## config.mk

```make
export PLATFORM = sky130hd
export DESIGN_NAME = control_unit
export DESIGN_NICKNAME = d
export VERILOG_FILES = /design/src/rtl/control_unit_pkg.sv /design/src/rtl/control_unit_decode.sv /design/src/rtl/control_unit.sv
export SDC_FILE = /design/constraint.sdc
export NUM_CORES = 1
export LEC_CHECK = 0
export BUFFER_PORTS_ARGS = -buffer_cell sky130_fd_sc_hd__buf_2
export CORE_MARGIN = 1.5
export CORE_UTILIZATION = 40
export DETAILED_ROUTE_END_ITERATION = 12
export PLACE_DENSITY = 0.78
export SYNTH_ARGS = -nofsm -noshare
export SYNTH_HDL_FRONTEND = slang
export SYNTH_HIERARCHICAL = 1
export SYNTH_SLANG_ARGS = --single-unit
```

## constraint.sdc

```tcl
create_clock -name clock -period 2.1 [get_ports clock]
set_input_delay 0.105 -clock clock [delete_from_list [all_inputs] [get_ports clock]]
set_output_delay 0.105 -clock clock [all_outputs]
set_load 0.1 [all_outputs]
```

## src/rtl/control_unit_pkg.sv

```systemverilog
// Shared definitions for the Mini-SRC hardwired control unit: opcode values,
// sequencer states, the strobe bundle produced by the decoder and small
// opcode classification helpers used by both decode and next-state logic.
package control_unit_pkg;

    localparam int unsigned OPC_W    = 5;
    localparam int unsigned ALU_OP_W = 5;

    localparam logic [OPC_W-1:0] OPC_LD   = 5'd0;
    localparam logic [OPC_W-1:0] OPC_LDI  = 5'd1;
    localparam logic [OPC_W-1:0] OPC_ST   = 5'd2;
    localparam logic [OPC_W-1:0] OPC_ADD  = 5'd3;
    localparam logic [OPC_W-1:0] OPC_SUB  = 5'd4;
    localparam logic [OPC_W-1:0] OPC_AND  = 5'd5;
    localparam logic [OPC_W-1:0] OPC_OR   = 5'd6;
    localparam logic [OPC_W-1:0] OPC_ADDI = 5'd12;
    localparam logic [OPC_W-1:0] OPC_ANDI = 5'd13;
    localparam logic [OPC_W-1:0] OPC_ORI  = 5'd14;
    localparam logic [OPC_W-1:0] OPC_BR   = 5'd19;
    localparam logic [OPC_W-1:0] OPC_JR   = 5'd20;
    localparam logic [OPC_W-1:0] OPC_IN   = 5'd22;
    localparam logic [OPC_W-1:0] OPC_OUT  = 5'd23;
    localparam logic [OPC_W-1:0] OPC_NOP  = 5'd26;
    localparam logic [OPC_W-1:0] OPC_HALT = 5'd27;

    typedef enum logic [3:0] {
        ST_RST,
        ST_T0,
        ST_T1,
        ST_T2,
        ST_T3,
        ST_T4,
        ST_T5,
        ST_T6,
        ST_T7,
        ST_HALT
    } state_e;

    typedef struct packed {
        // bus drivers
        logic pc_out;
        logic zlow_out;
        logic zhigh_out;
        logic mdr_out;
        logic ba_out;
        logic in_port_out;
        logic c_out;
        logic r_out;
        logic hi_out;
        logic lo_out;
        // latch enables
        logic pc_in;
        logic mar_in;
        logic mdr_in;
        logic ir_in;
        logic y_in;
        logic zlow_in;
        logic zhigh_in;
        logic r_in;
        logic hi_in;
        logic lo_in;
        logic con_in;
        logic out_port_in;
        logic in_port_in;
        // register select / PC / memory
        logic gra;
        logic grb;
        logic grc;
        logic inc_pc;
        logic read;
        logic write;
    } strobes_t;

    function automatic logic is_alu_r(input logic [OPC_W-1:0] op);
        return (op == OPC_ADD) || (op == OPC_SUB) || (op == OPC_AND) || (op == OPC_OR);
    endfunction

    function automatic logic is_alu_i(input logic [OPC_W-1:0] op);
        return (op == OPC_ADDI) || (op == OPC_ANDI) || (op == OPC_ORI);
    endfunction

    // ld, ldi and st all form an effective address as Rb(or 0) + C.
    function automatic logic uses_base_addr(input logic [OPC_W-1:0] op);
        return (op == OPC_LD) || (op == OPC_LDI) || (op == OPC_ST);
    endfunction

endpackage

```

## src/rtl/control_unit_decode.sv

```systemverilog
// ctrl_decode: pure combinational decode of (state, opcode, con_ff) into the
// datapath strobe bundle, the ALU operation and the run flag.
//   state   in   current sequencer state
//   opcode  in   IR[31:27]; only meaningful from T3 on
//   con_ff  in   branch condition, used in the final br step
//   strobes out  every control strobe of the datapath
//   alu_op  out  operation for the ALU while zlow_in is high, else 0
//   run     out  1 in every state except RST and HALT
module ctrl_decode
    import control_unit_pkg::*;
(
    input  state_e                state,
    input  logic [OPC_W-1:0]      opcode,
    input  logic                  con_ff,
    output strobes_t              strobes,
    output logic [ALU_OP_W-1:0]   alu_op,
    output logic                  run
);

    always_comb begin
        strobes = '0;
        alu_op  = '0;
        run     = (state != ST_RST) && (state != ST_HALT);

        case (state)
            ST_T0: begin
                strobes.pc_out = 1'b1;
                strobes.mar_in = 1'b1;
                strobes.inc_pc = 1'b1;
                strobes.pc_in  = 1'b1;
            end
            ST_T1: begin
                strobes.read   = 1'b1;
                strobes.mdr_in = 1'b1;
            end
            ST_T2: begin
                strobes.mdr_out = 1'b1;
                strobes.ir_in   = 1'b1;
            end
            ST_T3: begin
                if (uses_base_addr(opcode)) begin
                    strobes.grb    = 1'b1;
                    strobes.ba_out = 1'b1;
                    strobes.y_in   = 1'b1;
                end else if (is_alu_r(opcode) || is_alu_i(opcode)) begin
                    strobes.grb   = 1'b1;
                    strobes.r_out = 1'b1;
                    strobes.y_in  = 1'b1;
                end else begin
                    case (opcode)
                        OPC_BR: begin
                            strobes.gra    = 1'b1;
                            strobes.r_out  = 1'b1;
                            strobes.con_in = 1'b1;
                        end
                        OPC_JR: begin
                            strobes.gra   = 1'b1;
                            strobes.r_out = 1'b1;
                            strobes.pc_in = 1'b1;
                        end
                        OPC_IN: begin
                            strobes.in_port_out = 1'b1;
                            strobes.gra         = 1'b1;
                            strobes.r_in        = 1'b1;
                        end
                        OPC_OUT: begin
                            strobes.gra         = 1'b1;
                            strobes.r_out       = 1'b1;
                            strobes.out_port_in = 1'b1;
                        end
                        default: ;
                    endcase
                end
            end
            ST_T4: begin
                if (uses_base_addr(opcode)) begin
                    strobes.c_out   = 1'b1;
                    strobes.zlow_in = 1'b1;
                    alu_op          = OPC_ADD;
                end else if (is_alu_r(opcode)) begin
                    strobes.grc     = 1'b1;
                    strobes.r_out   = 1'b1;
                    strobes.zlow_in = 1'b1;
                    alu_op          = opcode;
                end else if (is_alu_i(opcode)) begin
                    strobes.c_out   = 1'b1;
                    strobes.zlow_in = 1'b1;
                    alu_op          = opcode;
                end else if (opcode == OPC_BR) begin
                    strobes.pc_out = 1'b1;
                    strobes.y_in   = 1'b1;
                end
            end
            ST_T5: begin
                if ((opcode == OPC_LDI) || is_alu_r(opcode) || is_alu_i(opcode)) begin
                    strobes.zlow_out = 1'b1;
                    strobes.gra      = 1'b1;
                    strobes.r_in     = 1'b1;
                end else if ((opcode == OPC_LD) || (opcode == OPC_ST)) begin
                    strobes.zlow_out = 1'b1;
                    strobes.mar_in   = 1'b1;
                end else if (opcode == OPC_BR) begin
                    strobes.c_out   = 1'b1;
                    strobes.zlow_in = 1'b1;
                    alu_op          = OPC_ADD;
                end
            end
            ST_T6: begin
                case (opcode)
                    OPC_LD: begin
                        strobes.read   = 1'b1;
                        strobes.mdr_in = 1'b1;
                    end
                    OPC_ST: begin
                        strobes.gra    = 1'b1;
                        strobes.r_out  = 1'b1;
                        strobes.mdr_in = 1'b1;
                    end
                    OPC_BR: begin
                        if (con_ff) begin
                            strobes.zlow_out = 1'b1;
                            strobes.pc_in    = 1'b1;
                        end
                    end
                    default: ;
                endcase
            end
            ST_T7: begin
                case (opcode)
                    OPC_LD: begin
                        strobes.mdr_out = 1'b1;
                        strobes.gra     = 1'b1;
                        strobes.r_in    = 1'b1;
                    end
                    OPC_ST: begin
                        strobes.write = 1'b1;
                    end
                    default: ;
                endcase
            end
            default: ;
        endcase
    end

endmodule

```

## src/rtl/control_unit.sv

```systemverilog
// control_unit: hardwired T-state sequencer for the Mini-SRC datapath.
// Fetches through PC/MAR/MDR, decodes ir[31:27] and walks the per-opcode
// T-state sequence, waiting on mem_ready for every memory access.
//   clock, clear  posedge clock, synchronous active-high reset
//   ir            instruction register contents (opcode = ir[31:27])
//   con_ff        branch condition flip-flop
//   mem_ready     memory completed the current Read/Write this cycle
//   alu_op        ALU operation while Zlowin is high
//   run           1 while sequencing, 0 in RST and HALT
//   remaining     datapath bus drivers, latch enables and strobes
module control_unit
    import control_unit_pkg::*;
(
    input  logic                  clock,
    input  logic                  clear,
    input  logic [31:0]           ir,
    input  logic                  con_ff,
    input  logic                  mem_ready,
    output logic [ALU_OP_W-1:0]   alu_op,
    output logic                  run,
    output logic                  PCout,
    output logic                  Zlowout,
    output logic                  Zhighout,
    output logic                  MDRout,
    output logic                  BAout,
    output logic                  InPortout,
    output logic                  Cout,
    output logic                  Rout,
    output logic                  HIout,
    output logic                  LOout,
    output logic                  PCin,
    output logic                  MARin,
    output logic                  MDRin,
    output logic                  IRin,
    output logic                  Yin,
    output logic                  Zlowin,
    output logic                  Zhighin,
    output logic                  Rin,
    output logic                  HIin,
    output logic                  LOin,
    output logic                  CONin,
    output logic                  OutPortin,
    output logic                  InPortin,
    output logic                  Gra,
    output logic                  Grb,
    output logic                  Grc,
    output logic                  IncPC,
    output logic                  Read,
    output logic                  Write
);

    state_e           state_q;
    state_e           state_d;
    logic [OPC_W-1:0] opcode;
    strobes_t         strobes;

    assign opcode = ir[31:27];

    // Register fields are decoded by the datapath, not here.
    logic unused_ir_fields;
    assign unused_ir_fields = ^ir[26:0];

    always_ff @(posedge clock) begin
        if (clear) begin
            state_q <= ST_RST;
        end else begin
            state_q <= state_d;
        end
    end

    always_comb begin
        state_d = state_q;
        case (state_q)
            ST_RST: state_d = ST_T0;
            ST_T0:  state_d = ST_T1;
            ST_T1:  if (mem_ready) state_d = ST_T2;
            ST_T2:  state_d = ST_T3;
            ST_T3: begin
                if (uses_base_addr(opcode) || is_alu_r(opcode) || is_alu_i(opcode)
                    || (opcode == OPC_BR)) begin
                    state_d = ST_T4;
                end else if ((opcode == OPC_JR) || (opcode == OPC_IN)
                             || (opcode == OPC_OUT) || (opcode == OPC_NOP)) begin
                    state_d = ST_T0;
                end else begin
                    state_d = ST_HALT;
                end
            end
            ST_T4: begin
                if (uses_base_addr(opcode) || is_alu_r(opcode) || is_alu_i(opcode)
                    || (opcode == OPC_BR)) begin
                    state_d = ST_T5;
                end else begin
                    state_d = ST_HALT;
                end
            end
            ST_T5: begin
                if ((opcode == OPC_LDI) || is_alu_r(opcode) || is_alu_i(opcode)) begin
                    state_d = ST_T0;
                end else if ((opcode == OPC_LD) || (opcode == OPC_ST) || (opcode == OPC_BR)) begin
                    state_d = ST_T6;
                end else begin
                    state_d = ST_HALT;
                end
            end
            ST_T6: begin
                case (opcode)
                    OPC_LD:  if (mem_ready) state_d = ST_T7;
                    OPC_ST:  state_d = ST_T7;
                    OPC_BR:  state_d = ST_T0;
                    default: state_d = ST_HALT;
                endcase
            end
            ST_T7: begin
                case (opcode)
                    OPC_LD:  state_d = ST_T0;
                    OPC_ST:  if (mem_ready) state_d = ST_T0;
                    default: state_d = ST_HALT;
                endcase
            end
            ST_HALT: state_d = ST_HALT;
            default: state_d = ST_RST;
        endcase
    end

    ctrl_decode u_decode (
        .state   (state_q),
        .opcode  (opcode),
        .con_ff  (con_ff),
        .strobes (strobes),
        .alu_op  (alu_op),
        .run     (run)
    );

    assign PCout     = strobes.pc_out;
    assign Zlowout   = strobes.zlow_out;
    assign Zhighout  = strobes.zhigh_out;
    assign MDRout    = strobes.mdr_out;
    assign BAout     = strobes.ba_out;
    assign InPortout = strobes.in_port_out;
    assign Cout      = strobes.c_out;
    assign Rout      = strobes.r_out;
    assign HIout     = strobes.hi_out;
    assign LOout     = strobes.lo_out;
    assign PCin      = strobes.pc_in;
    assign MARin     = strobes.mar_in;
    assign MDRin     = strobes.mdr_in;
    assign IRin      = strobes.ir_in;
    assign Yin       = strobes.y_in;
    assign Zlowin    = strobes.zlow_in;
    assign Zhighin   = strobes.zhigh_in;
    assign Rin       = strobes.r_in;
    assign HIin      = strobes.hi_in;
    assign LOin      = strobes.lo_in;
    assign CONin     = strobes.con_in;
    assign OutPortin = strobes.out_port_in;
    assign InPortin  = strobes.in_port_in;
    assign Gra       = strobes.gra;
    assign Grb       = strobes.grb;
    assign Grc       = strobes.grc;
    assign IncPC     = strobes.inc_pc;
    assign Read      = strobes.read;
    assign Write     = strobes.write;

endmodule

```

# After elaboration in Yosys (flattened, before gate mapping)
# Index checks and enable logic that the tools add are counted.
# op_classes
n_eq_ne,27
reduce_logical,26
muxes,78
# ops
operator,n
two-way mux 1 bit,43
one-hot mux 4 bit (10 select lines),1
two-way mux 4 bit,8
"equality test 5 bit, second input constant",5
two-way mux 5 bit,4
logical OR 1 bit,18
one-hot mux 1 bit (2 select lines),9
"equality test 4 x 3 -> 1 bit, second input constant",4
"equality test 5 x 3 -> 1 bit, second input constant",3
"equality test 5 x 4 -> 1 bit, second input constant",3
two-way mux 2 bit,6
one-hot mux 4 bit (3 select lines),1
"equality test 5 x 2 -> 1 bit, second input constant",2
one-hot mux 5 bit (2 select lines),1
one-hot mux 1 bit (3 select lines),3
"equality test 4 x 2 -> 1 bit, second input constant",2
"equality test 4 bit, second input constant",2
one-hot mux 4 bit (2 select lines),1
"!= test 3 bit, second input constant",2
"equality test 5 x 1 -> 1 bit, second input constant",1
zero test 5 bit,1
"equality test 4 x 1 -> 1 bit, second input constant",1
zero test 4 bit,1
"!= test 4 bit, second input constant",1
8 further kinds,8
# word_totals
word_cells,132
out_inout_bits,35
input_bits,36
reg_bits,4

# Logic depth before layout (Yosys ltp)
# Gate-level depths: netlist (run 1).
# logic_depth
word_depth,9
depth_mapped,6
mapped_depth_nobuf,5

# Cells and area by module
# Netlist (run 1), hierarchy kept.
# by_module_without_submodules
mod,cells_per_inst,instances,area_per_inst_um2,seq_area_each_um2
ctrl_decode,91,1,553.0,0.0
control_unit,63,1,464.2,80.1

# Least setup slack after synthesis (run 1)
# Ideal clock, no wire load.
# synth_timing
kind,register -> output
startpoint,register state_q[0]
endpoint,output Cout
setup_slack_ps,-2881
required_time_ps,1995
path_buffers,1
arrival_ps,4876
path_stages_with_launch,6
cell_sequence,dfxtp_1 -> clkbuf_1 -> nand4bb_1 -> nor3_1 -> and2_1 -> o21bai_1
# synth_via
elab_chain_len,2
elab_cells_between_ends,3
classes_between,eq/ne: 2; mux: 1
# synth_rtl
item,line,text
"start, declared",control_unit.sv:52,state_e state_q;
"start signal, assigned",control_unit.sv:67,state_q <= state_d;
equality test 4 x 3 -> 1 bit,control_unit_decode.sv:25,case (state)
one-hot mux 1 bit (2 select lines) *,control_unit_decode.sv:25,
"end, declared",control_unit.sv:27,"output logic Cout,"
# Mark *: on every way between the ends. The rest lies on a longest branch, timed or not.

# Worst setup path in the final report (run 1)
# layout_timing
startpoint,register state_q[1]
endpoint,output Rin
# layout_via
elab_chain_len,2
elab_cells_between_ends,4
classes_between,eq/ne: 3; mux: 1
# layout_rtl
item,line,text
equality test 4 bit / equality test 4 x 3 -> 1 bit (equally long branches),control_unit_decode.sv:25,
one-hot mux 1 bit (3 select lines) *,control_unit_decode.sv:25,
"end, declared",control_unit.sv:38,"output logic Rin,"
# Marks and branches as above.

==> impl_results.md, run 1 <==
- Ordered cell list for the critical path: or4b_4 -> nor3b_4 -> and3b_2 -> a21o_2 -> buf_12
- Fin nets: 227
- Combinational share of power: 84.3%
- CP required: 2.00 ns
- DRC Markers: 0
- TritonCTS clock tree: done
- Full die area: 2855 um^2
- Pwr Density: 968.6 nW/um^2
- Syn Std Cell Area: 1017 um^2
- N_diodes: 0
- Share of power burned in the clock network: 6.4%
- Crit end category: primary output
- Deepest clock path buffer count: 2
- Synth cell types: 53
- First-pass GRT wire length: 4712 um
- Via count: 1283
- Peak supply drop: 1.171 mV
- Tcrit/Tclk final: between 90% and 100%
- Ys async rst share: 0%
- DIE WIDTH: 53.43 um
- Worst-path clk slew: 0.05 ns
- Hold Crit Class: input pin to flip-flop
- Io pins: 71
- GPL Wtd Cong: 0.9106
- Post-synth top area share: 8.118%
- Flop pwr share: under 10%
- Post-DRT Antenna Nets: 0
- Switching power: between 0.001 and 0.0015 W
- Max Cap Viol: 0
- CP Launch Type: flip-flop
- Largest net degree at the start of global routing: 22
- Detailed Routing Iterations Pass 1: 4
- EDFF count, synth: 0
- Total CTS buffers: 3
- Internal power: approximately 0.00055 W
- Sw frac: about two thirds
- Worst hold stages: 2
- Min Tclk post-route: 2.035 ns
- Reg2reg path depth: 6
- Vert. Die Dim: 53.43 um
- Final Hold Viols: 0
- Kind of critical path: flip-flop to primary output
- Overall Power: about 0.0016 W
- Layout cell share with drive strength beyond 1: between 40% and 50%
- CTS root buf: clkbuf_4
- Area Growth Syn to Fin: 63.59%
- H-tree depth: 1
- Max-slew violations: 0
- Clk_lat worst skew: approximately 0.25 ns
- Initial DRC count: 28
- Max FO, Critical Path: 10
- Post-Synthesis Cells: 154
- Vias/cell: 5.858
- Top_reg_cell synth: dfxtp_1
- Status: complete, no violations
- CORE AREA: 2432 um^2
- Routed wire length: 3064 um
- Biggest regs: state_q x4
- Fin cells: 219
- # port buffers: 35
- Vias in the first global route: ~1.1k
- Leakage power total: between 0.6 and 0.7 nW
- Max reg flops: 4
- Wire length per cell: 13.99 um
- Tightest Pin Transition: ~0.54 ns
- Row count: 18
- Post-detail-place hpwl: between 2000 and 2500 um
- Most flops, register: state_q
- Warnings, synthesis: 6
- Layout Skew: 0.01117 ns
- DP Cell Count: 213
- Critical Path AT: ~1.9 ns
- Post-synthesis sequential area ratio: 7.872%
- Hold_buf cts: 0
- Max-slew headroom: 63.56%
- Fmax: 491.3 MHz
- Max stage delay cell, worst path: or4b_4
- Initial antenna violation count: 0
- Total global-route track usage: between 20 and 25%
- Grt total ovfl: 0
- Final setup fails: 0
- Synth area leader: buf_4
- CP max stage delay: around 0.55 ns
- Initial cell density of the core: 41.82%
- RSZ-0062 raised after global routing: true
- Syn Area/Cell: 6.605 um^2
- CTS Sinks: 4
- Top cells by area, synth: buf_4 (8.1%), dfxtp_1 (7.9%), nor2_1 (6.3%)
- Fill cell count: 204
- Fin util: 68.42%
- Synth Register Bits: 4
## placed cells by master (no fill, tap or decap), types with 3 or more instances in the layout
cell	n
nor2_1	13
clkbuf_4	3
nand3_1	5
buf_4	10
o22ai_1	5
buf_2	19
nand2_1	8
a21oi_1	4
and3_2	3
dfxtp_4	3
nor3_1	5
nor3_4	3
conb_1	8
o21ai_0	8
inv_1	5
buf_12	16
nand2b_1	3
## power groups by stage
stage	combinational, W	clock, W	sequential, W
2_1_floorplan	0.00111	0	0.000134
3_3_place_gp	0.00131	0	0.000143
3_5_place_dp	0.00133	0	0.000145
4_1_cts	0.00133	0.000106	0.000149
5_1_grt	0.00142	0.000110	0.000156
6_report	0.00136	0.000104	0.000150
## cell usage after synthesis (2+ instances only)
cell / count
nor2_1: 17
buf_4: 11
nand2_1: 8
nor3_1: 8
o21ai_0: 8
clkbuf_1: 7
inv_1: 6
o22ai_1: 6
a21oi_1: 5
nand3_1: 5
and2_1: 4
dfxtp_1: 4
nand2b_1: 4
nor4_1: 4
a21o_1: 3
and3b_1: 3
a211o_1: 2
a211oi_1: 2
a22oi_1: 2
and2b_2: 2
and3_2: 2
nand4bb_1: 2
nor2b_1: 2
nor3b_1: 2
o21bai_1: 2
o41ai_1: 2
or2_1: 2
or3_1: 2
or4_4: 2
xnor2_1: 2
## final cells by class
cell class	count	area, um^2	area share [%]
Timing Repair Buffer	45	490.5	29.47
Inverter	7	30.03	1.805
Tap cell	30	37.54	2.256
Multi-Input combinational cell	130	992.2	59.62
Sequential cell	4	91.34	5.489
Clock buffer	3	22.52	1.353
## stage by stage
| stage | setup WS [ns] | setup TNS, ns | hold WS [ns] | cell area, um^2 |
|---|---|---|---|---|
| floorplan | -0.3929 | -1.630 | 0.1741 | 1241 |
| global placement | 0.2047 | 0 | 0.3103 | 1600 |
| detailed placement | 0.07405 | 0 | 0.3305 | 1600 |
| CTS | 0.001224 | 0 | 0.05988 | 1635 |
| global route | -0.01641 | -0.03471 | 0.06694 | 1664 |
| finish | 0.06462 | 0 | 0.05622 | 1664 |
## path summary, 6_finish.rpt
| check | startpoint | endpoint | slack, ns |
|---|---|---|---|
| worst min-delay path | clear | state_q[3] | 0.06 |
| worst min register to register | state_q[1] | state_q[1] | 0.62 |
| worst max register to register | state_q[1] | state_q[1] | 0.08 |
| worst max-delay path | state_q[1] | Rin | 0.06 |
## metal layers
layer  global-route usage [%]  share of wire [%]
met2                    39.09                 51
met3                    1.695                6.1
met1                    25.71                 40
met4                    12.82                2.4
met5                        0                  0
## critical path, delay by kind of cell (launching register included)
family	cells	cell delay, ns
AOI/OAI and AO/OA	1	0.16
and+or+nand+nor	3	1.00
DFF	1	0.37
buffers and inverters	1	0.17
## kinds of logic (layout without fill, tap and decap cells)
logic type	Yosys count	in the layout	share of synthesized area (%)
other cells	1	8	0.3686
compound gates	42	42	28.29
buf+inv	27	55	14.88
flops	4	4	7.872
xor+xnor	2	2	1.722
simple gates	78	78	46.86
## timing repair
item	in CTS	in global routing
setup endpoints to repair	4	4
gates cloned	0	0
pin swaps	0	2
buffers inserted	0	3
resized for setup	5	3
No activity file was read; power rests on OpenSTA's default activity.
==> inputs of run 2 (changes only) <==
--- a/config.mk
+++ b/config.mk
@@ -5,11 +5,10 @@
 export SDC_FILE = /design/constraint.sdc
 export NUM_CORES = 1
 export LEC_CHECK = 0
-export BUFFER_PORTS_ARGS = -buffer_cell sky130_fd_sc_hd__buf_2
 export CORE_MARGIN = 1.5
 export CORE_UTILIZATION = 40
 export DETAILED_ROUTE_END_ITERATION = 12
-export PLACE_DENSITY = 0.78
+export DONT_BUFFER_PORTS = 1
 export SYNTH_ARGS = -nofsm -noshare
 export SYNTH_HDL_FRONTEND = slang
 export SYNTH_HIERARCHICAL = 1
==> impl_results.md, run 2 (same netlist as run 1, synthesis figures left out) <==
- Status: complete, no violations
- CORE AREA: 2432 um^2 (unchanged)
- Fin nets: 216 (-4.8%)
- Wire length per cell: 14.56 um (+4.1%)
- CP startpoint: state_q[1]
- Pwr Density: 993.9 nW/um^2 (+2.6%)
- TritonCTS clock tree: done
- Layout cell share with drive strength beyond 1: 43.26% (-3.3 points)
- Routed wire length: 3029 um (-1.1%)
- Post-detail-place hpwl: 2213 um (-4.3%)
- Peak supply drop: 1.385 mV (+18%)
- Post-DRT Antenna Nets: 0 (unchanged)
- TNS Setup: 0 ns (unchanged)
- Vias/cell: 5.995 (+2.3%)
- Reg2reg path depth: 6 (unchanged)
- Max-slew violations: 0 (unchanged)
- DIE WIDTH: 53.43 um (unchanged)
- Total global-route track usage: 21.70% (-0.45 points)
- Initial cell density of the core: 41.82% (unchanged)
- Hold Crit Class: input pin to flip-flop
- Vert. Die Dim: 53.43 um (unchanged)
- Layout Skew: 0.001020 ns (-0.01016 ns)
- Detailed Routing Iterations Pass 1: 4 (unchanged)
- H-tree depth: 1 (unchanged)
- Max Cap Viol: 0 (unchanged)
- Most common cell after layout, fill and taps aside: buf_4
- Largest net degree at the start of global routing: 22 (unchanged)
- Worst Setup EP: Gra
- Final instance area: 1614 um^2 (-3.0%)
- Tightest Pin Transition: 0.5100 ns (-0.03161 ns)
- Initial DRC count: 29 (+3.6%)
- CP required: 2.00 ns (about the same)
- CTS root buf: clkbuf_4
- Fmax: 487.7 MHz (-0.73%)
- N_diodes: 0 (unchanged)
- Kind of critical path: flip-flop to primary output
- Io pins: 71 (unchanged)
- Initial antenna violation count: 0 (unchanged)
- Max reg flops: 4 (unchanged)
- Min Tclk post-route: 2.050 ns (+0.01489 ns)
- CP Launch Type: flip-flop
- Final Hold Viols: 0 (unchanged)
- R2R setup slack: 0.26 ns (+0.18 ns)
- Critical R2R Capture: state_q[1]
- Via count: 1247 (-2.8%)
- Deepest clock path buffer count: 2 (unchanged)
- Critical Path AT: 1.95 ns (+0.02 ns)
- CTS Sinks: 4 (unchanged)
- GPL Wtd Cong: 0.8486 (-6.8%)
- Full die area: 2855 um^2 (unchanged)
- Biggest regs: state_q x4
- Most flops, register: state_q
- Tcrit/Tclk final: 97.63% (+0.71 points)
- Max FO, Critical Path: 10 (unchanged)
- Leakage power total: 0.6449 nW (-7.4%)
- Vias in the first global route: 1046 (-5.9%)
- Max-slew headroom: 65.68% (+2.1 points)
- Grt total ovfl: 0 (unchanged)
- Crit end category: primary output
- Worst R2R Start: state_q[1]
- First-pass GRT wire length: 4712 um (unchanged)
- Row count: 18 (unchanged)
- Dpl cell area: 1535 um^2 (-4.1%)
- Clk_lat worst skew: 0.22 ns (-0.03 ns)
- Most frequent cells in the layout: buf_4 (20), nor2_1 (13), buf_12 (13)
- Worst-path clk slew: 0.04 ns (about the same)
- Area Growth Syn to Fin: 58.67%
- DRC Markers: 0 (unchanged)
- Total CTS buffers: 3 (unchanged)
- # port buffers: 0 (-100%)
- Final setup fails: 0 (unchanged)
## run 2: through the flow
stage | hold slack, ns | util (%) | worst slack (ns) | power, W | std cells
6_report | 0.06674 | 66.36 | 0.04973 | 0.001604 | 208
4_1_cts | 0.05968 | 65.17 | 0.0007854 | 0.001580 | 207
3_5_place_dp | 0.1806 | 63.12 | 0.1523 | 0.001477 | 203
2_1_floorplan | 0.1741 | - | -0.3929 | 0.001247 | 161
3_3_place_gp | 0.1824 | 63.12 | 0.2071 | 0.001464 | 203
5_1_grt | 0.07232 | 66.36 | -0.01734 | 0.001692 | 208
## run 2: layout make-up
cell class / instances / area [um^2]
repair buffers: 34 / 420.4
flip-flops and latches: 4 / 88.84
multi-input cells: 130 / 1015
fillers: 216 / 818.3
well taps: 30 / 37.54
clock buffers: 3 / 22.52
inverters: 7 / 30.03
## run 2: per-layer routing
metal  GRT usage, %  wire length [um]
met4          7.265                25
met5              0                 0
met3          3.107               178
met2          36.01              1548
met1          28.28              1277
## run 2: report_power, final
group          internal [W]  switching [W]
Clock             0.0000635      0.0000258
Combinational      0.000401       0.000957
Sequential         0.000107      0.0000499
## run 2: repair_timing
item | 4_1_cts | 5_1_grt
resized for setup | 5 | 4
setup endpoints to repair | 5 | 8
hold buffers | 1 | 0
pin swaps | 1 | 3
hold endpoints to repair | 2 | 0
setup buffers | 0 | 1
## run 2: critical path, stage by stage (launching register included)
cell	delay, ns
dfxtp_4	0.37
or4b_4	0.55
nor3b_4	0.20
buf_4	0.14
a21o_1	0.13
a211o_2	0.15
buf_12	0.17
## run 2: worst min path at each step
stage / from / slack [ns] / depth (start not counted) / endpoint
final: mem_ready / 0.07 / 2 / state_q[0]
after global routing: mem_ready / 0.07 / 3 / state_q[3]
after CTS: mem_ready / 0.06 / 2 / state_q[0]
after detailed placement: clear / 0.18 / 1 / state_q[0]
after global placement: clear / 0.18 / 1 / state_q[3]
after floorplan: clear / 0.17 / 1 / state_q[3]
